### config.mk
export PLATFORM = sky130hd
export DESIGN_NAME = cache_memory_arbiter
export DESIGN_NICKNAME = d
export VERILOG_FILES = /design/src/rtl/cache_memory_arbiter.sv
export SDC_FILE = /design/constraint.sdc
export NUM_CORES = 1
export LEC_CHECK = 0
export ABC_AREA = 1
export CORE_AREA = 2 2 105 107
export CTS_CLUSTER_SIZE = 40
export DETAILED_ROUTE_END_ITERATION = 16
export DIE_AREA = 0 0 107 109
export HOLD_SLACK_MARGIN = 0.02
export PLACE_DENSITY_LB_ADDON = 0.08
export SLEW_MARGIN = 5
export SYNTH_ARGS = -nofsm -noshare
export SYNTH_HDL_FRONTEND = slang
export SYNTH_SLANG_ARGS = --single-unit
### constraint.sdc
create_clock -name iClk -period 1.75 [get_ports iClk]
set_input_delay 0.175 -clock iClk [delete_from_list [all_inputs] [get_ports iClk]]
set_output_delay 0.175 -clock iClk [all_outputs]
set_load 0.01 [all_outputs]
### src/rtl/cache_memory_arbiter.sv
// Shares one main-memory port between the I-cache and D-cache miss engines.
// Grants one requester at a time and runs an aligned BURST_LEN-beat line burst.
module cache_memory_arbiter #(
  parameter int ADDR_W    = 32,
  parameter int DATA_W    = 32,
  parameter int BURST_LEN = 4
) (
  input  logic              iClk,
  input  logic              iRst,
  input  logic              iIReq,
  input  logic [ADDR_W-1:0] iIAddr,
  output logic [DATA_W-1:0] oIRdData,
  output logic              oIRdValid,
  output logic              oIDone,
  input  logic              iDReq,
  input  logic              iDWrite,
  input  logic [ADDR_W-1:0] iDAddr,
  input  logic [DATA_W-1:0] iDWrData,
  output logic              oDWrNext,
  output logic [DATA_W-1:0] oDRdData,
  output logic              oDRdValid,
  output logic              oDDone,
  output logic              oMemReq,
  output logic              oMemWrite,
  output logic [ADDR_W-1:0] oMemAddr,
  output logic [DATA_W-1:0] oMemWrData,
  input  logic              iMemAck,
  input  logic [DATA_W-1:0] iMemRdData,
  output logic              oBusy
);

  localparam int BW = $clog2(BURST_LEN);

  localparam logic [1:0] S_IDLE  = 2'd0;
  localparam logic [1:0] S_BURST = 2'd1;
  localparam logic [1:0] S_DONE  = 2'd2;

  logic [1:0]        r_state;
  logic              r_own_d;
  logic              r_write;
  logic              r_last_d;
  logic [ADDR_W-1:0] r_base;
  logic [BW-1:0]     r_beat;

  logic              w_burst;
  logic              w_done;
  logic              w_busy;
  logic              w_any_req;
  logic              w_pick_d;
  logic              w_last_beat;
  logic [ADDR_W-1:0] w_req_addr;
  logic [ADDR_W-1:0] w_align_mask;

  assign w_burst      = (r_state == S_BURST);
  assign w_done       = (r_state == S_DONE);
  assign w_busy       = w_burst | w_done;
  assign w_any_req    = iIReq | iDReq;
  // D wins only when alone, or on a tie when I was served last.
  assign w_pick_d     = iDReq & (~iIReq | ~r_last_d);
  assign w_last_beat  = (r_beat == BW'(BURST_LEN - 1));
  assign w_req_addr   = w_pick_d ? iDAddr : iIAddr;
  assign w_align_mask = ~ADDR_W'(BURST_LEN - 1);

  always_ff @(posedge iClk) begin
    if (iRst) begin
      r_state  <= S_IDLE;
      r_own_d  <= 1'b0;
      r_write  <= 1'b0;
      r_last_d <= 1'b1;
      r_base   <= '0;
      r_beat   <= '0;
    end else begin
      case (r_state)
        S_IDLE: begin
          if (w_any_req) begin
            r_own_d <= w_pick_d;
            r_write <= w_pick_d & iDWrite;
            r_base  <= w_req_addr & w_align_mask;
            r_beat  <= '0;
            r_state <= S_BURST;
          end
        end
        S_BURST: begin
          if (iMemAck) begin
            if (w_last_beat) r_state <= S_DONE;
            else             r_beat  <= r_beat + 1'b1;
          end
        end
        S_DONE: begin
          r_last_d <= r_own_d;
          r_state  <= S_IDLE;
        end
        default: r_state <= S_IDLE;
      endcase
    end
  end

  // Base is aligned, so the beat index simply replaces the low address bits.
  assign oMemReq    = w_burst;
  assign oMemWrite  = w_burst & r_write;
  assign oMemAddr   = w_burst ? {r_base[ADDR_W-1:BW], r_beat} : '0;
  assign oMemWrData = (w_busy & r_own_d & r_write) ? iDWrData : '0;

  assign oIRdData  = iMemRdData;
  assign oDRdData  = iMemRdData;
  assign oIRdValid = w_burst & ~r_own_d & ~r_write & iMemAck;
  assign oDRdValid = w_burst &  r_own_d & ~r_write & iMemAck;
  assign oDWrNext  = w_burst &  r_own_d &  r_write & iMemAck;

  assign oIDone = w_done & ~r_own_d;
  assign oDDone = w_done &  r_own_d;
  assign oBusy  = w_busy;

endmodule

==> results.yml, run 1 <==
pwr:
  p_sw_mw: 1.65
  worst_ir_drop_vdd_mv: 0.483
  leakagePower_nw: 2.59
  pwr-share-comb_pct: 53.2
  clock_power_share_pct: 14.8
  netSwitchingFraction_pct: 39.4
  power_frac_seq_pct: 31.9
  p_total_mw: 4.19
  internal_power_mw: 2.54
  pwr_density_cell_nw_per_um2: 927
outcome:
  violations: "setup timing"
  status: "finished, violations left"
placement:
  place_hpwl_mm: 6.50
  placed_cell_area_um2: 4220
  io_buffers: 169
  place_congestion: 0.715
  dp_cells: 709
critical_path:
  rr_worst_depth: 10
  cp.required_ns: 1.57
  critPathKind: "reg -> out"
  slowest_delay_ns: 0.36
  crit_family: "buffers and inverters"
  reg2reg_to: "r_beat[0]"
  rrSetupSlack_ns: 0.38
  worstSetupEndpoint: "oMemWrData[14]"
  crit_cells: 7
  path_cells: "inv_4 > ha_4 > nand3_4 > buf_4 > buf_16 > nor2_1 > buf_2"
  end_kind: "output pin"
  cp.arrival_ns: 1.62
  crit_start: "r_state[1]"
  timing.rr.start: "r_state[0]"
  critPathLaunchType: "flop"
  slowest_stage: "dfxtp_2"
  critPathMaxFanout: 8
  timing.critical_path.buf_inv: 4
clocking:
  clock_latency_ns: 0.28
  cts_tree: "built"
  cts.sinks: 37
  root_buffer: "clkbuf_8"
  clk_pin_slew_ns: 0.07
  hold_buffers: 0
  clk_path_buf_depth: 2
  htreeDepth: 2
  cts-buffers-inserted: 5
synthesis:
  avgSynthCellArea_um2: 5.90
  synth_area_um2: 2760
  yosys_warnings: 0
  ys_types: 16
  ys_seq_elements: 37
  synth_cells: 468
  yosysSeqAreaShare_pct: 26.8
  syn_nets: 607
finish:
  insertedDiodeCount: 0
  nNetsFinal: 724
  final_cells: 725
  fill_cells: 1135
  multi_input_area_um2: 1290
  final_core_util_pct: 42.7
  final_area_um2: 4520
  area.growth.synth_to_final_pct: 63.8
  seqCellArea_um2: 743
  layout-drive-gt1-share_pct: 17.6
timing:
  finalWorstSetupSlack_ns: -0.0404
  hold_viol_final: 0
  drv_slew: 0
  max_freq_ghz: 0.559
  fin_skew_ns: 0.00498
  slew_headroom_pct: 78.6
  fin_crit_sh_pct: 102
  period_needed_ns: 1.79
  rsz0062_at_grt: "yes"
  worstMarginPinSlew_ns: 0.320
  finalSetupViolCount: 14
  tns_ns: -0.257
global_route:
  grt_use_met3_pct: 4.72
  grt.total_usage_pct: 14.6
  met2_usage_pct: 26.5
  grt_pass1_vias: 2839
  grt_pass1_wl_mm: 13.6
  grt_max_degree: 41
  use_met1_pct: 16.6
  grt_antenna_before_repair: 0
  grt_most_used_layer: "met2"
  overflow: 0
drt:
  wirelength_mm: 8.94
  viasPerCell: 4.05
  drt_iter0_markers: 100
  first_pass_iters: 3
  ant_nets: 0
  drc: 0
  vias: 2937
  wl_per_cell_um: 12.3
die:
  start_util_pct: 26.0
  dieWidth_um: 107
  ios: 270
  core_um2: 10600
  die_h_um: 109
  dieArea_um2: 11700
  rows: 38
hold_path:
  hp-class: "in -> out"
run:
  maxCapViolations: 0
[synth_stat cells (all sizes together)]
library cell  number  area (um2)
dfxtp             37         741
nand2            114         428
a21oi             32         160
ha                 5        62.6
nor3               3        15.0
buf               75         543
nor2              74         285
nand3              5        25.0
clkbuf            11        41.3
o21ai             30         150
or2                1        6.26
inv               81         304
[cell type report]
type	instances	share of cell area, %
Sequential cell	37	16.4
Inverter	81	6.78
Tap cell	140	3.87
Timing Repair Buffer	196	42.4
Clock inverter	1	0.166
Clock buffer	6	1.83
Multi-Input combinational cell	264	28.5
[power groups by stage]
| stage | sequential, mW | combinational [mW] | clock, mW |
|---|---|---|---|
| 4_1_cts | 1.33 | 2.23 | 0.651 |
| 2_1_floorplan | 1.31 | 1.38 | 0 |
| 3_3_place_gp | 1.33 | 2.20 | 0 |
| 5_1_grt | 1.38 | 2.54 | 0.701 |
| 6_report | 1.34 | 2.23 | 0.622 |
| 3_5_place_dp | 1.34 | 2.22 | 0 |
[worst min path at each step]
| stage | start | endpoint | slack [ns] | depth (start not counted) |
|---|---|---|---|---|
| final | iMemRdData[15] | oDRdData[15] | 0.35 | 0 |
| after global routing | iMemRdData[25] | oIRdData[25] | 0.35 | 0 |
| after CTS | iMemRdData[30] | oDRdData[30] | 0.35 | 0 |
| after detailed placement | iMemRdData[30] | oDRdData[30] | 0.35 | 0 |
| after global placement | iMemRdData[30] | oDRdData[30] | 0.35 | 0 |
| after floorplan | iRst | r_own_d | 0.24 | 1 |
[routing by layer]
metal  part of all wire, %  vias up
met4                   1.1        0
li1                      -     1550
met3                   8.1       14
met2                    50       91
met5                     0        -
met1                    41     1282
[sequential cells by signal (all words and copies together), names as in the netlist]
signal / cells
r_base: 30
r_beat: 2
r_state: 2
r_last_d: 1
r_own_d: 1
r_write: 1
[stage by stage]
step / setup WS, ns / hold slack, ns
final: -0.0404 / 0.350
after CTS: -0.175 / 0.350
after global routing: -0.104 / 0.350
after floorplan: 0.280 / 0.244
after detailed placement: -0.114 / 0.350
after global placement: -0.107 / 0.350
[placed cells by master, fill, tap and decap left out, types with 2 or more instances in the layout]
cell type,n
nand2_1,114
clkdlybuf4s50_1,97
inv_1,78
nor2_1,56
dfxtp_1,35
a21oi_1,32
o21ai_0,26
dlygate4sd2_1,22
buf_2,17
nor2_4,16
buf_6,16
buf_4,15
clkbuf_2,9
dlymetal6s2s_1,8
clkbuf_8,6
nand3_1,4
o21ai_1,4
buf_12,4
buf_8,4
nor3_1,3
buf_16,3
nor2_2,2
inv_2,2
ha_4,2
ha_1,2
dfxtp_2,2
[cells by family after synthesis]
logic type,after synthesis,synth area share [%]
DFF,37,26.8
AOI/OAI and AO/OA,62,11.2
adders and majority gates,5,2.27
and+or+nand+nor,197,27.5
buffers and inverters,167,32.2
[repair_timing]
item / 4_1_cts / 5_1_grt
endpoints found under the setup margin: 72 / 40
resized for setup: 175 / 82
pin swaps: 0 / 3
buffers inserted: 3 / 3
gates cloned: 3 / 0
endpoints found under the hold margin: 0 / 0
Note: power is estimated with default switching activity, not from simulation.
==> run 2, diff against run 1 <==
- ABC_AREA: 1 -> unset
==> results.yml, run 2 <==
outcome:
  status: "finished, violations left"
  violations: "setup timing"
drt:
  ant_nets: 0
  met2_length_mm: 3.94
  routed-wl-met3_um: 520
  drt_iter0_markers: 61
  vias: 2466
  wl_per_cell_um: 13.4
  dr.max_layer_used: "met4"
  viasPerCell: 4.19
  drc: 0
  wirelength_mm: 7.90
  met1_length_mm: 3.26
  first_pass_iters: 4
timing:
  fin_crit_sh_pct: 106
  rsz0062_at_grt: "yes"
  finalWorstSetupSlack_ns: -0.102
  tns_ns: -1.08
  max_freq_ghz: 0.540
  period_needed_ns: 1.85
  hold_viol_final: 0
  worstMarginPinSlew_ns: 0.443
  slew_headroom_pct: 70.3
  fin_skew_ns: 0.00583
  finalSetupViolCount: 28
  drv_slew: 0
placement:
  place_congestion: 0.640
  io_buffers: 169
  place_hpwl_mm: 6.04
synthesis:
  synth_cells: 324
  yosysSeqAreaShare_pct: 27.2
  ys_types: 27
  yosysMostFrequentCell: "and2_1"
  synthArstFlopShare_pct: 0
  synth-compound-area-share_pct: 12.0
  synth_area_um2: 2720
  synth_common_cells: "68 x and2_1, 64 x buf_4, 37 x dfxtp_1"
  synth_area_leaders: "dfxtp_1 27%, buf_4 18%, and2_1 16%, mux2i_1 12%, a211oi_1 8.3%"
  synthMuxAreaShare_pct: 11.8
  synth_ff_type: "dfxtp_1"
  syn_nets: 463
  yosysTopAreaCellShare_pct: 27.2
  synth_edf_count: 0
  synthAdderAreaFrac_pct: 2.30
  yosys_warnings: 0
  avgSynthCellArea_um2: 8.40
  ys_seq_elements: 37
  yosysTopAreaCell: "dfxtp_1"
  synthXorXnorAreaFrac_pct: 0
  synth-simple-area-share_pct: 24.3
  synth_top_family_by_area: "simple AND/OR/NAND/NOR gates"
pwr:
  p_total_mw: 3.95
  power_frac_seq_pct: 31.7
  netSwitchingFraction_pct: 35.7
  pwr-share-comb_pct: 52.8
  worst_ir_drop_vdd_mv: 0.403
  internal_power_mw: 2.54
  leakagePower_nw: 1.91
  p_sw_mw: 1.41
  clock_power_share_pct: 15.5
  pwr_density_cell_nw_per_um2: 926
critical_path:
  cp.required_ns: 1.57
  path_cells: "inv_2 > ha_4 > and3_4 > buf_12 > buf_16 > buf_4 > and2_4 > buf_6"
  slowest_stage: "dfxtp_2"
  critPathKind: "reg -> out"
  slowest_delay_ns: 0.34
  cp.arrival_ns: 1.68
  crit_family: "buffers and inverters"
  critPathLaunchType: "flop"
  end_kind: "output pin"
  critPathMaxFanout: 8
  timing.critical_path.buf_inv: 5
global_route:
  grt_max_degree: 37
  grt_antenna_before_repair: 0
  grt_pass1_wl_mm: 11.8
  grt_pass1_vias: 2402
  grt.total_usage_pct: 12.8
  overflow: 0
hold_path:
  hp-class: "in -> out"
clocking:
  root_buffer: "clkbuf_8"
  clk_path_buf_depth: 2
  htreeDepth: 2
  clk_pin_slew_ns: 0.07
  cts-buffers-inserted: 5
  clock_latency_ns: 0.28
  cts_tree: "built"
  cts.sinks: 37
  hold_buffers: 0
die:
  core_um2: 10600
  dieWidth_um: 107
  rows: 38
  dieArea_um2: 11700
  die_h_um: 109
  ios: 270
  start_util_pct: 25.7
run:
  maxCapViolations: 0
finish:
  regMostFlops: "r_base"
  layout-drive-gt1-share_pct: 27.8
  largest_reg_flops: 30
  layout_common_cells: "97 x clkdlybuf4s50_1, 60 x and2_1, 35 x nor2_1, 35 x dfxtp_1, 34 x clkbuf_2"
  reg.largest.list: "r_base: 30 flops, r_beat: 2 flops, r_state: 2 flops"
  fill_cells: 1104
  area.growth.synth_to_final_pct: 57.0
  insertedDiodeCount: 0
  layout_commonest_cell: "clkdlybuf4s50_1"
  nNetsFinal: 588
[run 2: kinds of logic (layout without fill, tap and decap cells)]
family,after synthesis,count (layout)
simple gates,120,120
buf+inv,88,213
compound gates,42,42
flops,37,37
mux,32,32
fa+ha+maj,5,5
[run 2: power groups by stage]
stage               sequential [mW]  combinational [mW]  clock, mW
floorplan                      1.25                1.26          0
global placement               1.26                2.14          0
detailed placement             1.27                2.15          0
CTS                            1.26                2.12      0.652
global route                   1.29                2.33      0.681
finish                         1.25                2.09      0.611
[run 2: timing repair]
action	in CTS	in global routing
gates cloned	3	0
buffers inserted	3	5
pin swaps	2	6
setup endpoints to repair	73	57
resized for setup	184	87
[run 2: worst reg2reg max path, delay by kind of cell (launching register included)]
kind / cells / cell delay (ns)
flops: 1 / 0.33
mux: 1 / 0.22
simple gates: 2 / 0.36
fa+ha+maj: 1 / 0.26
buf+inv: 3 / 0.42
[run 2: stage by stage]
step / utilization [%] / hold slack (ns) / area [um2] / worst slack [ns] / cells
detailed placement: 40.0 / 0.350 / 4240 / -0.136 / 571
CTS: 40.8 / 0.350 / 4330 / -0.219 / 584
finish: 40.3 / 0.350 / 4270 / -0.102 / 589
global route: 40.3 / 0.350 / 4270 / -0.161 / 589
global placement: 40.0 / 0.350 / 4240 / -0.133 / 571
floorplan: - / 0.351 / 2720 / 0.227 / 324
[run 2: worst paths after layout]
kind / start / end / slack, ns / cells after the start
setup / recovery: r_state[1] / oMemWrData[4] / -0.10 / 8
hold / removal: iMemRdData[26] / oDRdData[26] / 0.35 / 0
setup reg to reg: r_state[0] / r_state[1] / 0.07 / 7
hold reg to reg: r_base[13] / r_base[13] / 0.49 / 2
[run 2: per-layer routing]
metal  vias up  GRT usage, %
met5         -             0
met4         0          5.47
met3        27          2.93
met2        75          22.2
met1      1097          15.2
li1       1267             -
[run 2: layout make-up]
class                      count  area, um2  area share [%]
timing repair buffer         203       1830            42.8
tap                          140        175            4.10
clock buffer                   7       86.3            2.02
sequential                    37        743            17.4
multi-input combinational    199       1430            33.4
inverter                       3       11.3           0.264
==> run 3, diff against run 2 <==
- CAP_MARGIN: unset -> 40
- TNS_END_PERCENT: unset -> 1
==> results.yml, run 3 (same netlist as run 2, synthesis figures left out) <==
hold_path:
  hold_end: "oDRdData[26]"
  worstHoldStart: "iMemRdData[26]"
  holdPathStages: 0
  hp-class: "in -> out"
global_route:
  grt.total_usage_pct: 12.5
  grt_max_degree: 37
  overflow: 0
  grt_pass1_wl_mm: 11.6
  grt_pass1_vias: 2357
  grt_antenna_before_repair: 0
drt:
  drc: 0
  first_pass_iters: 4
  ant_nets: 0
  drt_iter0_markers: 68
  viasPerCell: 4.19
  wirelength_mm: 7.69
  vias: 2426
  wl_per_cell_um: 13.3
clocking:
  cts.sinks: 37
  clk_pin_slew_ns: 0.07
  cts_setup_buffers: 0
  cts-buffers-inserted: 5
  cts_tree: "built"
  clock_latency_ns: 0.29
  root_buffer: "clkbuf_8"
  hold_buffers: 0
  clk_path_buf_depth: 2
  htreeDepth: 2
placement:
  place_ws_ns: -0.136
  dp_cells: 571
  place_hpwl_mm: 6.04
  io_buffers: 169
  place_congestion: 0.640
timing:
  fin_skew_ns: 0.00608
  hold_viol_final: 0
  period_needed_ns: 1.82
  tns_ns: -0.151
  drv_slew: 0
  slew_headroom_pct: 70.6
  max_freq_ghz: 0.548
  finalWorstSetupSlack_ns: -0.0739
  rsz0062_at_grt: "yes"
  finalSetupViolCount: 4
  worstMarginPinSlew_ns: 0.440
  fin_crit_sh_pct: 104
critical_path:
  critPathMaxFanout: 16
  slowest_stage: "dfxtp_2"
  end_kind: "output pin"
  critPathLaunchType: "flop"
  reg2reg_to: "r_state[1]"
  crit_start: "r_state[0]"
  timing.rr.start: "r_state[1]"
  timing.critical_path.buf_inv: 3
  crit_family: "buffers and inverters"
  cp.arrival_ns: 1.65
  cp.required_ns: 1.57
  path_cells: "inv_2 > ha_1 > and3_4 > buf_12 > and2_1 > clkdlybuf4s15_2"
  slowest_delay_ns: 0.34
  rr_worst_depth: 8
  critPathKind: "reg -> out"
  rrSetupSlack_ns: 0.14
run:
  maxCapViolations: 0
finish:
  final_core_util_pct: 39.3
  reg.largest.list: "r_base: 30 flops, r_beat: 2 flops, r_state: 2 flops"
  nNetsFinal: 578
  layout_common_cells: "97 x clkdlybuf4s50_1, 68 x and2_1, 35 x nor2_1, 35 x dfxtp_1, 32 x mux2i_1"
  regMostFlops: "r_base"
  layout_commonest_cell: "clkdlybuf4s50_1"
  final_cells: 579
  insertedDiodeCount: 0
  layout-drive-gt1-share_pct: 18.9
  area.growth.synth_to_final_pct: 53.3
  largest_reg_flops: 30
die:
  dieWidth_um: 107
  rows: 38
  ios: 270
  start_util_pct: 25.7
  die_h_um: 109
  core_um2: 10600
  dieArea_um2: 11700
pwr:
  worst_ir_drop_vdd_mv: 0.403
  pwr_density_cell_nw_per_um2: 940
  leakagePower_nw: 1.83
outcome:
  status: "finished, violations left"
  violations: "setup timing"
[run 3: cell type report]
class / count / area (um2)
fill: 1108 / 6430
inverter: 3 / 11.3
clock buffer: 7 / 86.3
tap: 140 / 175
multi-input combinational: 199 / 1390
timing repair buffer: 193 / 1760
sequential: 37 / 743
[run 3: worst reg2reg max path, cell delays in order, from the launching register on]
cell and delay (ns):
dfxtp_2 0.33, inv_1 0.05, buf_4 0.14, ha_4 0.18
buf_6 0.14, nor2b_1 0.15, nor3_1 0.14, buf_4 0.16
mux2i_1 0.23
[run 3: repair_timing]
| item | in CTS | in global routing |
|---|---|---|
| resized for setup | 191 | 31 |
| cloned | 1 | 0 |
| endpoints found under the setup margin | 73 | 60 |
| pin swaps | 1 | 0 |
[run 3: worst max-delay path by stage]
stage	end	slack, ns	cells past startpoint
finish	oMemWrData[6]	-0.07	6
global route	oMemWrData[6]	-0.16	6
CTS	oMemAddr[5]	-0.25	6
detailed placement	oMemWrData[14]	-0.14	6
global placement	oMemWrData[25]	-0.13	6
floorplan	oMemWrData[0]	0.23	5
[run 3: power breakdown]
group | switching [mW] | internal [mW] | total [mW]
registers | 0.124 | 1.13 | 1.25
clock network | 0.297 | 0.313 | 0.610
logic | 0.971 | 1.08 | 2.06
[run 3: metal layers]
layer	track usage [%]	vias up	part of all wire [%]
met1	14.8	1077	41
met4	5.47	0	2.4
li1	-	1249	-
met3	2.93	28	6.7
met5	0	-	0
met2	21.7	72	50
[run 3: through the flow]
stage	hold WS, ns	area (um2)	total power, mW
after floorplan	0.351	2720	2.51
after global placement	0.350	4240	3.40
after detailed placement	0.350	4240	3.42
after CTS	0.350	4230	4.01
after global routing	0.350	4170	4.27
final	0.350	4170	3.92
